File: src/rtl/gcd_stein_unit.sv
// Binary (Stein) GCD engine with tagged requests and a DEPTH-entry result FIFO.
// Optional macro GCD_CYCLE_COUNT_EN adds a per-result CALC cycle count (result_cycles).
module gcd_stein_unit #(
  parameter int W     = 16,
  parameter int TAG_W = 4,
  parameter int DEPTH = 4
) (
  input  logic             clk,
  input  logic             reset_n,
  input  logic [W-1:0]     operands_bits_A,
  input  logic [W-1:0]     operands_bits_B,
  input  logic [TAG_W-1:0] operands_tag,
  input  logic             operands_val,
  output logic             operands_rdy,
  output logic [W-1:0]     result_bits_data,
  output logic [TAG_W-1:0] result_tag,
  output logic             result_val,
  input  logic             result_rdy,
  output logic             busy
`ifdef GCD_CYCLE_COUNT_EN
  ,
  output logic [15:0]      result_cycles
`endif
);

  localparam int KW = $clog2(W) + 1;
  localparam int PW = $clog2(DEPTH);
  localparam int CW = PW + 1;

  typedef enum logic {IDLE, CALC} state_t;

  state_t           state, state_nxt;
  logic [W-1:0]     a_q, b_q, a_nxt, b_nxt;
  logic [KW-1:0]    k_q, k_nxt;
  logic [TAG_W-1:0] tag_q, tag_nxt;
  logic             accept, push, pop;
  logic [W-1:0]     push_data;

  logic [W-1:0]     data_mem [DEPTH];
  logic [TAG_W-1:0] tag_mem  [DEPTH];
  logic [PW-1:0]    wr_ptr, rd_ptr;
  logic [CW-1:0]    count;

`ifdef GCD_CYCLE_COUNT_EN
  logic [15:0]      cyc_q, cyc_nxt;
  logic [15:0]      cyc_mem [DEPTH];

  function automatic logic [15:0] sat_inc(input logic [15:0] v);
    return (v == 16'hFFFF) ? v : v + 16'd1;
  endfunction
`endif

  assign operands_rdy = (state == IDLE) && (count < CW'(DEPTH)) && reset_n;
  assign accept       = operands_val && operands_rdy;
  assign result_val   = (count != '0);
  assign pop          = result_val && result_rdy;
  assign busy         = (state == CALC);

  assign result_bits_data = data_mem[rd_ptr];
  assign result_tag       = tag_mem[rd_ptr];
`ifdef GCD_CYCLE_COUNT_EN
  assign result_cycles    = cyc_mem[rd_ptr];
`endif

  // Engine: one Stein reduction step per CALC cycle; the zero-operand cycle pushes.
  always_comb begin
    state_nxt = state;
    a_nxt     = a_q;
    b_nxt     = b_q;
    k_nxt     = k_q;
    tag_nxt   = tag_q;
    push      = 1'b0;
    push_data = '0;
`ifdef GCD_CYCLE_COUNT_EN
    cyc_nxt   = cyc_q;
`endif
    case (state)
      IDLE: begin
        if (accept) begin
          state_nxt = CALC;
          a_nxt     = operands_bits_A;
          b_nxt     = operands_bits_B;
          k_nxt     = '0;
          tag_nxt   = operands_tag;
`ifdef GCD_CYCLE_COUNT_EN
          cyc_nxt   = 16'd1;
`endif
        end
      end
      CALC: begin
        if (a_q == '0) begin
          push      = 1'b1;
          push_data = b_q << k_q;
          state_nxt = IDLE;
        end else if (b_q == '0) begin
          push      = 1'b1;
          push_data = a_q << k_q;
          state_nxt = IDLE;
        end else if (!a_q[0] && !b_q[0]) begin
          a_nxt = a_q >> 1;
          b_nxt = b_q >> 1;
          k_nxt = k_q + 1'b1;
        end else if (!a_q[0]) begin
          a_nxt = a_q >> 1;
        end else if (!b_q[0]) begin
          b_nxt = b_q >> 1;
        end else if (a_q >= b_q) begin
          a_nxt = (a_q - b_q) >> 1;
        end else begin
          b_nxt = (b_q - a_q) >> 1;
        end
`ifdef GCD_CYCLE_COUNT_EN
        if (!push) cyc_nxt = sat_inc(cyc_q);
`endif
      end
      default: state_nxt = IDLE;
    endcase
  end

  always_ff @(posedge clk) begin
    if (!reset_n) state <= IDLE;
    else          state <= state_nxt;
  end

  // Operand datapath carries no reset; it is reloaded on every accept.
  always_ff @(posedge clk) begin
    a_q   <= a_nxt;
    b_q   <= b_nxt;
    k_q   <= k_nxt;
    tag_q <= tag_nxt;
`ifdef GCD_CYCLE_COUNT_EN
    cyc_q <= cyc_nxt;
`endif
  end

  // Result FIFO: the accept rule guarantees a free slot whenever push fires.
  always_ff @(posedge clk) begin
    if (!reset_n) begin
      wr_ptr <= '0;
      rd_ptr <= '0;
      count  <= '0;
    end else begin
      if (push) wr_ptr <= wr_ptr + 1'b1;
      if (pop)  rd_ptr <= rd_ptr + 1'b1;
      case ({push, pop})
        2'b10:   count <= count + 1'b1;
        2'b01:   count <= count - 1'b1;
        default: count <= count;
      endcase
    end
  end

  // Storage is cleared on reset so the head reads zero until the first push.
  always_ff @(posedge clk) begin
    if (!reset_n) begin
      for (int i = 0; i < DEPTH; i++) begin
        data_mem[i] <= '0;
        tag_mem[i]  <= '0;
`ifdef GCD_CYCLE_COUNT_EN
        cyc_mem[i]  <= '0;
`endif
      end
    end else if (push) begin
      data_mem[wr_ptr] <= push_data;
      tag_mem[wr_ptr]  <= tag_q;
`ifdef GCD_CYCLE_COUNT_EN
      cyc_mem[wr_ptr]  <= cyc_q;
`endif
    end
  end

endmodule

File: config.mk
export PLATFORM = sky130hd
export DESIGN_NAME = gcd_stein_unit
export DESIGN_NICKNAME = d
export VERILOG_FILES = /design/src/rtl/gcd_stein_unit.sv
export SDC_FILE = /design/constraint.sdc
export NUM_CORES = 1
export LEC_CHECK = 0
export BUFFER_PORTS_ARGS = -buffer_cell sky130_fd_sc_hd__buf_4
export CAP_MARGIN = 30
export CORE_UTILIZATION = 42
export CTS_CLUSTER_DIAMETER = 80
export DETAILED_ROUTE_END_ITERATION = 6
export HOLD_SLACK_MARGIN = 0.06
export PLACE_DENSITY = 0.71
export SYNTH_ARGS = -nofsm -noshare
export SYNTH_HDL_FRONTEND = slang
export SYNTH_SLANG_ARGS = --single-unit
File: constraint.sdc
create_clock -name clk -period 3.9 [get_ports clk]
set_input_delay 0.975 -clock clk [delete_from_list [all_inputs] [get_ports clk]]
set_output_delay 0.975 -clock clk [all_outputs]
set_load 0.03 [all_outputs]
* Word level (Yosys, flattened, before mapping)
Memory sizes are Yosys's and may differ from the RTL's. A register that Yosys moved wholly into a read port is not among the register bits.
Index checks and enable logic that the tools add are counted.
** Cells by class
- Muxes and demuxes :: 46
- Equal/unequal tests :: 10
- Bitwise gates (word level) :: 1
- Reductions and logical operators :: 19
- Shift-type cells :: 2
- Add/subtract/negate cells :: 7
- Magnitude comparators :: 2
** Operators with widths (count)
- 2-to-1 mux 16 bit :: 18
- case mux 16 bit (2 select lines) :: 2
- zero test 16 bit :: 2
- left shift 16 x 5 -> 16 bit :: 2
- subtractor 16 bit :: 2
- 2-to-1 mux 5 bit :: 4
- greater-or-equal comparator 16 bit :: 1
- OR reduction 16 bit :: 1
- 2-to-1 mux 1 bit :: 12
- 2-to-1 mux 2 bit :: 6
- case mux 5 bit (2 select lines) :: 1
- AND reduction 5 bit :: 2
- != test 4 x 2 -> 1 bit (second input constant) :: 2
- AND reduction 4 bit :: 2
- != test 2 bit (second input constant) :: 3
- case mux 3 bit (2 select lines) :: 1
- adder 5 x 1 -> 5 bit (second input constant) :: 1
- logical AND 1 bit :: 5
- adder 2 x 1 -> 2 bit (second input constant) :: 2
- 2-to-1 mux 4 bit :: 1
- != test 4 bit (second input constant) :: 1
- OR reduction 4 bit :: 1
- adder 3 x 1 -> 3 bit (second input constant) :: 1
- < comparator 3 bit (second input constant) :: 1
- 12 further kinds :: 13
** Storage, ports and cells
- Register bits :: 49
- Memories :: 2
- Bits of input ports :: 40
- RAM bits :: 80
** Memory list
- data_mem :: depth 4, bits a word 16, read ports 1, clocked after Yosys merged registers in 1, write ports 4, RTL line 39 : logic [W-1:0] data_mem [DEPTH];
- tag_mem :: depth 4, bits a word 4, read ports 1, clocked after Yosys merged registers in 1, write ports 4, RTL line 40 : logic [TAG_W-1:0] tag_mem [DEPTH];

* Depth between registers and ports, before layout
Gate-level depths: netlist of run 1.
- Depth after elaboration :: 9
- Mapped depth :: 12
- Gate-level depth less buffers :: 10

* Worst setup path after synthesis of run 1
Ideal clock, no wire load.
- Path kind :: register to register
- Start point :: register a_q[0]
- End point :: memory data_mem[3][0], enable pin
- Path slack :: 0.375 ns
- Stages on the path, launching flop included :: 8
- Setup time :: 0.425 ns
- Arrival :: 3.100 ns
- Data required time :: 3.475 ns
- Cell sequence :: edfxtp_1 > buf_6 > nor4_4 > nand4_1 > buf_2 > a21boi_1 > nand2_1 > o21ai_0
** RTL lines
- start, declared :: RTL line 33 : logic [W-1:0] a_q, b_q, a_nxt, b_nxt;
- start signal, assigned :: RTL line 127 : a_q <= a_nxt;
- end, declared :: RTL line 39

* Worst setup path after layout of run 1
- Start point :: register a_q[7]
- End point :: register a_q[15], enable pin
** On the way
- Longest elaborated chain between the ends :: 3
** RTL lines (RTL line)
- greater-or-equal comparator 16 bit / zero test 16 bit (equally long branches) :: 107, 91
- != test 4 x 2 -> 1 bit (no line) / != test 2 bit (equally long branches)
- AND reduction 5 bit (no line) *
Mark *: on every way between the ends. The rest lies on a longest branch, timed or not.
A chain may end at the register's enable or synchronous reset.

==> results, run 1 <==
- The run finished with clean final reports.
- In this run the clock root is driven by a sky130_fd_sc_hd__clkbuf_16.
- In this run the worst path has a maximum fanout of 15.
- The number of maximum-capacitance violations is 0.
- Synthesis handed over a netlist of 828 instances.
- The number of warnings reported in the yosys synthesis log is 0.
- For the worst-skew pair, the clock arrives at the later sink with an insertion delay of 0.43 ns.
- The full die area is roughly 0.022 mm2.
- The post-route standard cell area excluding fillers is 0.0102 mm2.
- For the finished layout, the period the worst path requires is 3.33 ns.
- Setup violations remaining at the end of the flow were counted as 0.
- The share of total power dissipated in the clock network is 0.369.
- The placement-stage cell area is 0.00961 mm2.
- Entering global routing, the biggest net connects 52 pins.
- The layout cell share with drive strength beyond 1 is 0.210.
- The power share of the combinational group is 0.240.
- The initial cell density of the core is 0.433.
- The number of enable flip-flop cells after synthesis is 121.
- Headroom to the max-slew limit came out at 0.465.
- At the placement stage, the worst setup path has a slack of 0.635 ns.
- The worst hold path was traced through 2 stages.
- The required time at the worst-slack endpoint is 3.98 ns.
- Summing every instance area after synthesis gives around 0.009 mm2.
- The routed layout has 6749 vias.
- The areal power density over the cells is 429 mW/mm2.
- The share of the Yosys chip area taken by registers is 0.432.
- For the pin with the worst max-slew slack, the measured transition is around 0.8 ns.
- The overall die height is 147 um.
- TritonCTS built the clock tree.
- Cell internal power was estimated by the tool at approximately 3.0 mW.
- The number of nets produced by synthesis is 906.
- For this design, the CTS-stage hold fixing added 0 buffers.
- The via count of the first global-routing pass is roughly 6700.
- The setup slack of the most critical reg-to-reg path is 0.57 ns.
- The boundary pin count is 63.
- For this design the total switching power over the nets is 1.42 mW.
- Buffers placed on the I/O ports in this run total 62.
- At the end of routability-driven placement, the weighted congestion stood at roughly 0.95.
- Dividing the detail-routed via count by the number of cells gives ~5.8.
- In this run the worst hold path is classified as flip-flop to flip-flop.
- The share of total power dissipated in sequential elements is 0.392.
- In this run, distinct cell masters in the synthesized netlist total 71.
- The library cells used most frequently in the layout, excluding fill and tap cells, are sky130_fd_sc_hd__edfxtp_1, sky130_fd_sc_hd__nor2_1, sky130_fd_sc_hd__buf_4, sky130_fd_sc_hd__a21oi_1, sky130_fd_sc_hd__nand2_1.
- The most common library cell in the layout ignoring fill and taps is sky130_fd_sc_hd__edfxtp_1.
- Dividing the detail-routed wire length by the instance count gives between 15 and 20 um.
- At the end of the flow, the number of nets in the layout was 957.
- Setup repair after global routing left no endpoint under its margin.
- The floorplan step set the die width to approximately 150 um.
- In this run the post-CTS setup repair buffer count came out at 0.
- The clock tree synthesis step divided the H-tree into 4 levels.
- The period utilization is 0.853.
- The number of cells traversed by the worst register-to-register path is 8.
- The worst setup path category is flip-flop to flip-flop.
- The growth of design area from synthesis to finish is 15.1%.
- The number of gates resized after CTS was 0.
- The worst setup path is launched from a flip-flop.
- Among all flip-flop cells after synthesis, the most frequent one is sky130_fd_sc_hd__edfxtp_1.
- The first global-routing pass estimated 36200 um of wire.
- The final count of pins violating max slew was 0.
- The largest buffer count on any clock path is 2.
- The number of failing hold endpoints at the final stage is 0.
- The maximum clock skew at final layout is 0.0140 ns.
- Summed over all nets, the half-perimeter wirelength after detailed placement is roughly 16000 um.
- The total clock buffers created by CTS is 17.
- The minimum setup slack in the final design is between 0.5 and 0.6 ns.
- Clock tree synthesis found a total of 131 sinks.
- The count of standard-cell rows is 52.
- In this run, the number of DRC markers left after iteration 0 of detailed routing was 633.
- Summed over all layers, the global routing overflow is 0.
- The core region area is 0.0205 mm2.
- The final routed DRC violation total is 0.
- The number of iterations in the first detailed-routing pass is 5.
- The final layout contains routed wiring with a total length of around 22000 um.
- The highest clock rate is 0.301 GHz.
- The share of async-settable or async-resettable flops after synthesis is 0.
- The total track usage is 0.216.
- The synthesized design contains 131 register bits.
- At the worst endpoint, the arrival time is 3.41 ns.
- The initial antenna violation count came to 0.
- The post-route antenna net violation count is 0.
- VDD sags by at most 296 uV.
- The final antenna diode count is 0.
- The post-synthesis area per instance is 10.7 um2.
- In this run the static leakage power is 3.85 nW.
- After routing, the total negative slack on setup checks comes to 0 ns.
- Clock-pin slew was measured on the worst setup and hold paths at 0.07 ns.
- The worst setup path is captured at a flip-flop.
- The switching share of power is 0.323.
[cells in the mapped netlist (5+ instances only)]
cell,instances,area [um2]
sky130_fd_sc_hd__nor2b_1,23,144
sky130_fd_sc_hd__o21ai_0,31,155
sky130_fd_sc_hd__mux2i_1,38,380
sky130_fd_sc_hd__nand3_1,17,85.1
sky130_fd_sc_hd__a31oi_1,13,81.3
sky130_fd_sc_hd__mux4_2,42,946
sky130_fd_sc_hd__nand2b_1,11,68.8
sky130_fd_sc_hd__nor4_1,8,50.1
sky130_fd_sc_hd__xnor2_1,13,114
sky130_fd_sc_hd__nand4_1,5,31.3
sky130_fd_sc_hd__nor2_1,113,424
sky130_fd_sc_hd__dfxtp_1,10,200
sky130_fd_sc_hd__nor3_1,10,50.1
sky130_fd_sc_hd__a21o_1,9,67.6
sky130_fd_sc_hd__ha_1,35,438
sky130_fd_sc_hd__a211oi_1,6,45.0
sky130_fd_sc_hd__edfxtp_1,121,3630
sky130_fd_sc_hd__xor2_1,14,123
sky130_fd_sc_hd__a221o_1,11,110
sky130_fd_sc_hd__inv_1,41,154
sky130_fd_sc_hd__and2_1,19,119
sky130_fd_sc_hd__buf_2,22,110
sky130_fd_sc_hd__nand2_1,49,184
sky130_fd_sc_hd__clkbuf_1,21,78.8
sky130_fd_sc_hd__nor2_2,8,50.1
sky130_fd_sc_hd__a21oi_1,49,245
[path summary, 6_finish.rpt]
check                 from        to
setup reg to reg    a_q[7]   a_q[15]
hold reg to reg   count[2]  count[2]
setup / recovery    a_q[7]   a_q[15]
hold / removal    count[2]  count[2]
[cell type report]
class,count,area [um2]
clock buffer,17,425
clock inverter,15,185
fill,1861,10300
inverter,41,154
multi-input combinational,602,4620
sequential,131,3830
tap,270,338
timing repair buffer,86,666
[per-layer routing]
metal,share of wire,global-route usage
met1,0.41,0.276
met2,0.50,0.364
met3,0.063,0.0410
met4,0.025,0.0789
met5,0,0
[kinds of logic (layout without fill, tap and decap cells)]
| family | count (synthesis) | after routing | share of synthesized area |
|---|---|---|---|
| AO/OA/AOI/OAI | 161 | 161 | 0.121 |
| XOR/XNOR | 27 | 27 | 0.0266 |
| adder cells (fa/ha/maj) | 38 | 38 | 0.0561 |
| buffers and inverters | 95 | 159 | 0.0484 |
| flip-flops | 131 | 131 | 0.432 |
| multiplexers | 83 | 83 | 0.154 |
| AND/OR/NAND/NOR | 293 | 293 | 0.163 |
[sequential cells by signal, indices dropped and copies added, names as in the netlist, 3 cells and up, named ones only]
| register | flops |
|---|---|
| data_mem | 64 |
| b_q | 16 |
| count | 3 |
| k_q | 5 |
| tag_q | 4 |
| tag_mem | 16 |
| a_q | 16 |
[critical path, cell delays in order, from the launching register on]
cell and delay (ns):
sky130_fd_sc_hd__edfxtp_1 0.51, sky130_fd_sc_hd__inv_1 0.08, sky130_fd_sc_hd__ha_1 0.46, sky130_fd_sc_hd__a21oi_1 0.40, sky130_fd_sc_hd__o21ai_0 0.15, sky130_fd_sc_hd__or3_1 0.35
sky130_fd_sc_hd__a211oi_2 0.46, sky130_fd_sc_hd__a21oi_1 0.14, sky130_fd_sc_hd__o21a_1 0.43
[power groups by stage]
stage                     sequential (mW)  clock [mW]  combinational (mW)
after global routing                 1.73        1.70                1.15
after detailed placement             1.75           0                1.03
after CTS                            1.72        1.64                1.04
after global placement               1.75           0                1.02
after floorplan                      1.70           0               0.772
final                                1.72        1.62                1.05
[through the flow]
| stage | std cells | util | hold slack (ns) | power (mW) |
|---|---|---|---|---|
| 2_1_floorplan | 828 | - | 0.473 | 2.47 |
| 3_3_place_gp | 1129 | 0.468 | 0.488 | 2.76 |
| 3_5_place_dp | 1130 | 0.469 | 0.512 | 2.78 |
| 4_1_cts | 1162 | 0.499 | 0.521 | 4.40 |
| 5_1_grt | 1162 | 0.499 | 0.558 | 4.57 |
| 6_report | 1162 | 0.499 | 0.514 | 4.39 |
(Power assumes the default switching activity.)
==> inputs of run 2 (changes only) <==
Settings changed: CELL_PAD_IN_SITES_DETAIL_PLACEMENT from default to 0, CELL_PAD_IN_SITES_GLOBAL_PLACEMENT from default to 1, PLACE_DENSITY 0.71 to 0.83.
==> results, run 2 (synthesis gave the netlist of run 1 again) <==
- The longest clock path from root to sink contains 2 buffers.
- From synthesis to final layout, the design area changed by 15.2%.
- Row generation in the floorplan step produced 52 rows.
- The maximum resistive drop on vdd is about 320 uV.
- The number of buffers inserted to repair setup after CTS is 0.
- Pin placement for this block handled 63 I/O pins.
- In the routed layout, each cell is associated on average with a via count of 5.85.
- Port buffering added 62 buffers.
- Setup slack on the critical path of the routed design comes to about 0.43 ns.
- In this run, the number of DRC markers left after iteration 0 of detailed routing was 636.
- For this run, global-route usage on met2 was measured as 0.388.
- The top cell types in the final layout, fill and taps aside, are sky130_fd_sc_hd__edfxtp_1, sky130_fd_sc_hd__nor2_1, sky130_fd_sc_hd__buf_4, sky130_fd_sc_hd__a21oi_1, sky130_fd_sc_hd__nand2_1.
- Data arrives at the worst endpoint at 3.51 ns.
- For the final routed database, the setup TNS stands at 0 ns.
- The worst path buffer plus inverter count is 2.
- The region available for standard cell placement spans between 0.02 and 0.025 mm2.
- Across the run, the number of max-cap violations was 0.
- The worst path needs 3.47 ns of the cycle, external delays included.
- Once the clock tree was built, the resizer swapped 0 gates to a different size.
- The tree is rooted in a sky130_fd_sc_hd__clkbuf_16.
- Summed over all layers, the routed wires come to between 20000 and 25000 um.
- Along the worst path, the maximum fanout reaches 15.
- The number of logic stages on the critical path including buffering is 8.
- Setup violations remaining at the end of the flow were counted as 0.
- The final weighted congestion in routability-driven placement is just over 0.9.
- The sum of overflow across all layers after global routing is 0.
- The actual transition at the worst max-transition pin is 0.997 ns.
- The via count of the first global-routing pass came to 6692.
- The period utilization is 0.889.
- The post-route antenna net violation count is 0.
- The library cell used most frequently in the layout, excluding fill and tap cells, is sky130_fd_sc_hd__edfxtp_1.
- The critical path goes through inv_1, ha_1, a21oi_1, o21ai_0, or3_1, a211oi_2, buf_4, o31a_1.
- The flow ran to the end, and the final reports show no timing, DRC or antenna violations.
- The leakage power total is 3.86 nW.
- The HPWL after detailed placement is 17400 um.
- The highest clock rate is around 0.29 GHz.
- The type of the worst min-delay path is flip-flop to flip-flop.
- The clock tree from TritonCTS is done.
- The dominant delay contributor by cell family on the critical path is compound AO/OA/AOI/OAI gates.
- After detailed routing, the average wire length per cell comes to around 20 um.
- The cell type of the slowest stage on the worst timing path is sky130_fd_sc_hd__o31a_1.
- The register with the most flip-flops is data_mem.
- The number of antenna diodes in the final layout is 0.
- The full die area is 0.0217 mm2.
- The number of iterations in the first detailed-routing pass is 5.
- The die outline width is around 150 um.
- The final count of pins violating max slew is 0.
- The number of buffers added to fix hold violations after cts is 0.
- The worst setup path is captured at a flip-flop.
- The clock reaches the later pin of the worst-skew pair after 0.42 ns.
- CTS saw roughly 130 sinks.
- The final layout contains between 900 and 1000 nets.
- The required time at the worst-slack endpoint is between 3 and 4 ns.
- The hold slack is about 0.5 ns.
- The relative slew slack is 0.334.
- The clock arrives with about 0.0094 ns of skew.
- Setup repair after global routing left no endpoint under its margin.
- The worst setup path category is flip-flop to flip-flop.
- The met1 usage is 0.297.
- After detailed routing, the number of remaining DRC violations is 0.
- The initial antenna violation count came to 0.
- The CTS H-tree depth is 4.
- The most crowded layer after global routing is met2.
- On the worst path, the slowest cell contributes a delay of 0.65 ns.
- For the worst flop-to-flop path, the logic depth is 8.
- The initial cell density of the core is 0.433.
- Summing all placed instances gives a cell area of 0.00960 mm2.
- The first global-routing pass estimated 37600 um of wire.
- The number of failing hold endpoints at the final stage is 0.
- Entering global routing, the biggest net connects between 60 and 70 pins.
- For met3 alone, demand over resource in global routing was 0.0392.
- After clock tree synthesis, the clock-pin slew on the worst setup and hold paths is 0.06 ns.
- The finished cells cover 0.0102 mm2.
- The number of flip-flops in the largest register is 64.
- The total clock buffers created by CTS is 17.
- The total track usage is 0.226.
- The areal power density over the cells is 438 mW/mm2.
- The critical path launch point type is a flip-flop.
- The number of instances on the worst hold path is 2.
- The minimum setup slack after placement is 0.503 ns.
- The layout cell share with drive strength beyond 1 is 0.210.
- The total number of vias is 6793.
- The filler-free cell count of the finished design is 1162.
- Once placement completed, the tool counted placed cells totaling 1130.
- Measured along the y axis, the die boundary spans 147 um.
==> run 2: cell count changes in the layout (fill, tap and decap cells not counted), sizes merged <==
cell,before,now
inv,50,49
clkinv,3,4
clkinvlp,2,1
bufinv,1,2
==> run 2: stage by stage <==
step                      utilization  total power, mW
after floorplan                     -             2.47
after global placement          0.468             2.80
after detailed placement        0.468             2.80
after CTS                       0.499             4.46
after global routing            0.499             4.63
final                           0.499             4.47
==> run 2: worst register-to-register path, cell delays in order, from the launching register on <==
cell and delay (ns):
sky130_fd_sc_hd__edfxtp_1 0.47, sky130_fd_sc_hd__inv_1 0.08, sky130_fd_sc_hd__ha_1 0.46, sky130_fd_sc_hd__a21oi_1 0.40, sky130_fd_sc_hd__o21ai_0 0.13, sky130_fd_sc_hd__or3_1 0.34, sky130_fd_sc_hd__a211oi_2 0.33, sky130_fd_sc_hd__buf_4 0.21
sky130_fd_sc_hd__o31a_1 0.66
==> run 2: layout make-up <==
class                      count  area (um2)
clock inverter                15         194
sequential                   131        3830
timing repair buffer          86         658
inverter                      41         154
clock buffer                  17         425
multi-input combinational    602        4620
tap                          270         338
fill                        1867       10300
==> run 2: worst paths after layout <==
check	startpoint	to	slack, ns
worst max-delay path	a_q[7]	b_q[7]	0.43
worst max register to register	a_q[7]	b_q[7]	0.43
worst min register to register	count[2]	count[2]	0.51
worst min-delay path	count[2]	count[2]	0.51
==> run 2: power by group <==
group / switching [mW] / internal [mW] / total [mW] / leakage, nW
Sequential: 0.102 / 1.62 / 1.72 / 1.29
Combinational: 0.637 / 0.432 / 1.07 / 2.27
Clock: 0.704 / 0.977 / 1.68 / 0.302
==> run 2: layer usage <==
layer / wire length, um / share of wire / up-vias
met5: 0 / 0 / -
met4: 435 / 0.018 / 0
met3: 1590 / 0.067 / 40
met2: 11800 / 0.50 / 305
met1: 9870 / 0.42 / 3288
li1: - / - / 3160
==> inputs of run 3 (changes only) <==
Settings changed: CTS_BUF_LIST from default to sky130_fd_sc_hd__clkbuf_8.
==> results, run 3 (synthesis gave the netlist of run 1 again) <==
- The number of buffers inserted to repair setup after CTS is 0.
- Including well taps, the total number of placed cells is 1130.
- The top cell types in the final layout, fill and taps aside, are sky130_fd_sc_hd__edfxtp_1, sky130_fd_sc_hd__nor2_1, sky130_fd_sc_hd__buf_4, sky130_fd_sc_hd__a21oi_1, sky130_fd_sc_hd__nand2_1.
- IR analysis of the VDD net gives a maximum drop of 219 uV.
- Max-cap violations in this run came to 0.
- In this run the worst setup path begins at a_q[0].
- The final count of pins violating max slew was 0.
- The boundary pin count is 63.
- Summing all non-filler instances in the final layout gives an area of about 0.010 mm2.
- The minimum setup slack in the final design is approximately 0.46 ns.
- The final weighted congestion in routability-driven placement is about 0.91.
- The category of the worst setup path capture point is a flip-flop.
- The total track usage is 0.225.
- The setup path with the least slack is of type flip-flop to flip-flop.
- The pin count of the biggest net entering global routing is 62.
- The clock-pin transition on the worst setup and hold timing paths is 0.09 ns.
- The longest clock path from root to sink contains 2 buffers.
- The pre-antenna-repair detailed-routing pass consisted of 5 iterations.
- The period utilization is 0.882.
- Setup repair after global routing left no endpoint under its margin.
- Setup violations remaining at the end of the flow were counted as 0.
- In this run the horizontal extent of the chip is 147 um.
- In this run the remaining antenna-violating nets after routing total 0.
- For this configuration, the core starts out at a cell density of 0.433.
- The leakage power total is 3.77 nW.
- The die covers approximately 0.022 mm2.
- The type of the worst min-delay path is flip-flop to flip-flop.
- Once detailed placement completed, the half-perimeter wirelength came to 17400 um.
- Measured against its own limit, the worst slew margin works out to 0.334.
- The net count reported at finish is 957.
- After the first detailed-routing iteration, the DRC count stood at 543.
- The via density per instance is 5.81.
- In this run the cell area measured after placement is 0.00960 mm2.
- The flow ran to the end, and the final reports show no timing, DRC or antenna violations.
- The highest net fanout along the worst path is 15.
- The clock tree from TritonCTS is done.
- For the worst-skew pair, the clock arrives at the later sink with an insertion delay of 0.45 ns.
- Leaving out filler cells and counting taps, the final layout contains 1162.
- The final critical delay including setup and external delays is 3.44 ns.
- STA puts the critical path data arrival time at between 3 and 4 ns.
- Measured along the y axis, the die boundary spans 147 um.
- Counting the buffers created by CTS gives 17.
- The most common library cell in the layout ignoring fill and taps is sky130_fd_sc_hd__edfxtp_1.
- Clock skew on the completed layout was measured at 0.00953 ns.
- The critical register-to-register path startpoint is a_q[0].
- The area growth from synthesis to layout is 13.0%.
- The CTS H-tree depth is 4.
- The total number of vias is 6753.
- The clock root buffer is sky130_fd_sc_hd__clkbuf_8.
- STA classifies the critical path startpoint as a flip-flop.
- Before CTS, the worst setup slack after placement is 0.503 ns.
- The register with the most flip-flops is data_mem.
- The core region is 0.0205 mm2.
- The initial antenna violation count was 0.
- Dividing the detail-routed wire length by the instance count gives 20.2 um.
- In the final layout, the share of cells above drive strength 1 is 0.210.
- Buffers placed on the I/O ports in this run total 62.
- For the worst setup path, the data required time is just under 4 ns.
- Derived from the worst setup path, the maximum achievable clock frequency is 0.291 GHz.
- After filler insertion, the fill cell instance count of the layout stands at 1896.
- The final layout contains routed wiring with a total length of ~24000 um.
- The number of buffers added to fix hold violations after cts is 0.
- The areal power density over the cells is roughly 400 mW/mm2.
- The number of sinks handled by clock tree synthesis is between 100 and 150.
- Summed over all failing endpoints, the final setup total negative slack is 0 ns.
- The worst hold path begins at count[2].
- The number of flip-flops in the largest register is 64.
- The final antenna diode count is 0.
- Gates resized during post-CTS repair numbered 0.
- The via count of the first global-routing pass is ~6700.
- The actual transition at the worst max-transition pin is ~1 ns.
- After detailed routing, the number of remaining DRC violations is 0.
- The number of failing hold endpoints at the final stage is 0.
- The sum of overflow across all layers after global routing is 0.
- The count of standard-cell rows is 52.
- The first-pass GRT wire length is 37300 um.
[run 3: cell type report]
| class | count | area (um2) | area share |
|---|---|---|---|
| multi-input cells | 602 | 4620 | 0.460 |
| flip-flops and latches | 131 | 3830 | 0.382 |
| repair buffers | 86 | 658 | 0.0656 |
| well taps | 270 | 338 | 0.0337 |
| clock buffers | 17 | 234 | 0.0233 |
| clock inverters | 15 | 194 | 0.0193 |
| inverters | 41 | 154 | 0.0153 |
[run 3: final timing paths]
path	to	slack [ns]	cells after the start
min reg2reg	count[2]	0.51	2
min	count[2]	0.51	2
max reg2reg	b_q[5]	0.46	9
max	b_q[5]	0.46	9
[run 3: report_power, final]
group / internal, mW / leakage (nW) / total [mW] / switching [mW]
Clock: 0.603 / 0.215 / 1.25 / 0.644
Sequential: 1.62 / 1.29 / 1.72 / 0.101
Combinational: 0.432 / 2.27 / 1.07 / 0.636
Total: 2.65 / 3.77 / 4.03 / 1.38
[run 3: through the flow]
| stage | total power, mW | hold slack (ns) | utilization |
|---|---|---|---|
| floorplan | 2.47 | 0.473 | - |
| global placement | 2.80 | 0.496 | 0.468 |
| detailed placement | 2.80 | 0.503 | 0.468 |
| CTS | 4.02 | 0.516 | 0.489 |
| global route | 4.20 | 0.555 | 0.489 |
| finish | 4.03 | 0.510 | 0.489 |
[run 3: layer usage]
layer,global-route usage,part of all wire,vias to the layer above
met5,0,0,-
met4,0.0691,0.024,0
met3,0.0370,0.063,45
met2,0.383,0.50,279
met1,0.293,0.42,3272
li1,-,-,3157
[run 3: critical path, stage by stage, from the launching register on]
cell and delay, ns:
sky130_fd_sc_hd__edfxtp_1 0.58, sky130_fd_sc_hd__inv_1 0.21, sky130_fd_sc_hd__ha_1 0.23, sky130_fd_sc_hd__fa_1 0.22, sky130_fd_sc_hd__nand2b_1 0.14, sky130_fd_sc_hd__a21oi_1 0.12, sky130_fd_sc_hd__or3_1 0.40, sky130_fd_sc_hd__a211oi_2 0.33
sky130_fd_sc_hd__buf_4 0.21, sky130_fd_sc_hd__o31a_1 0.64
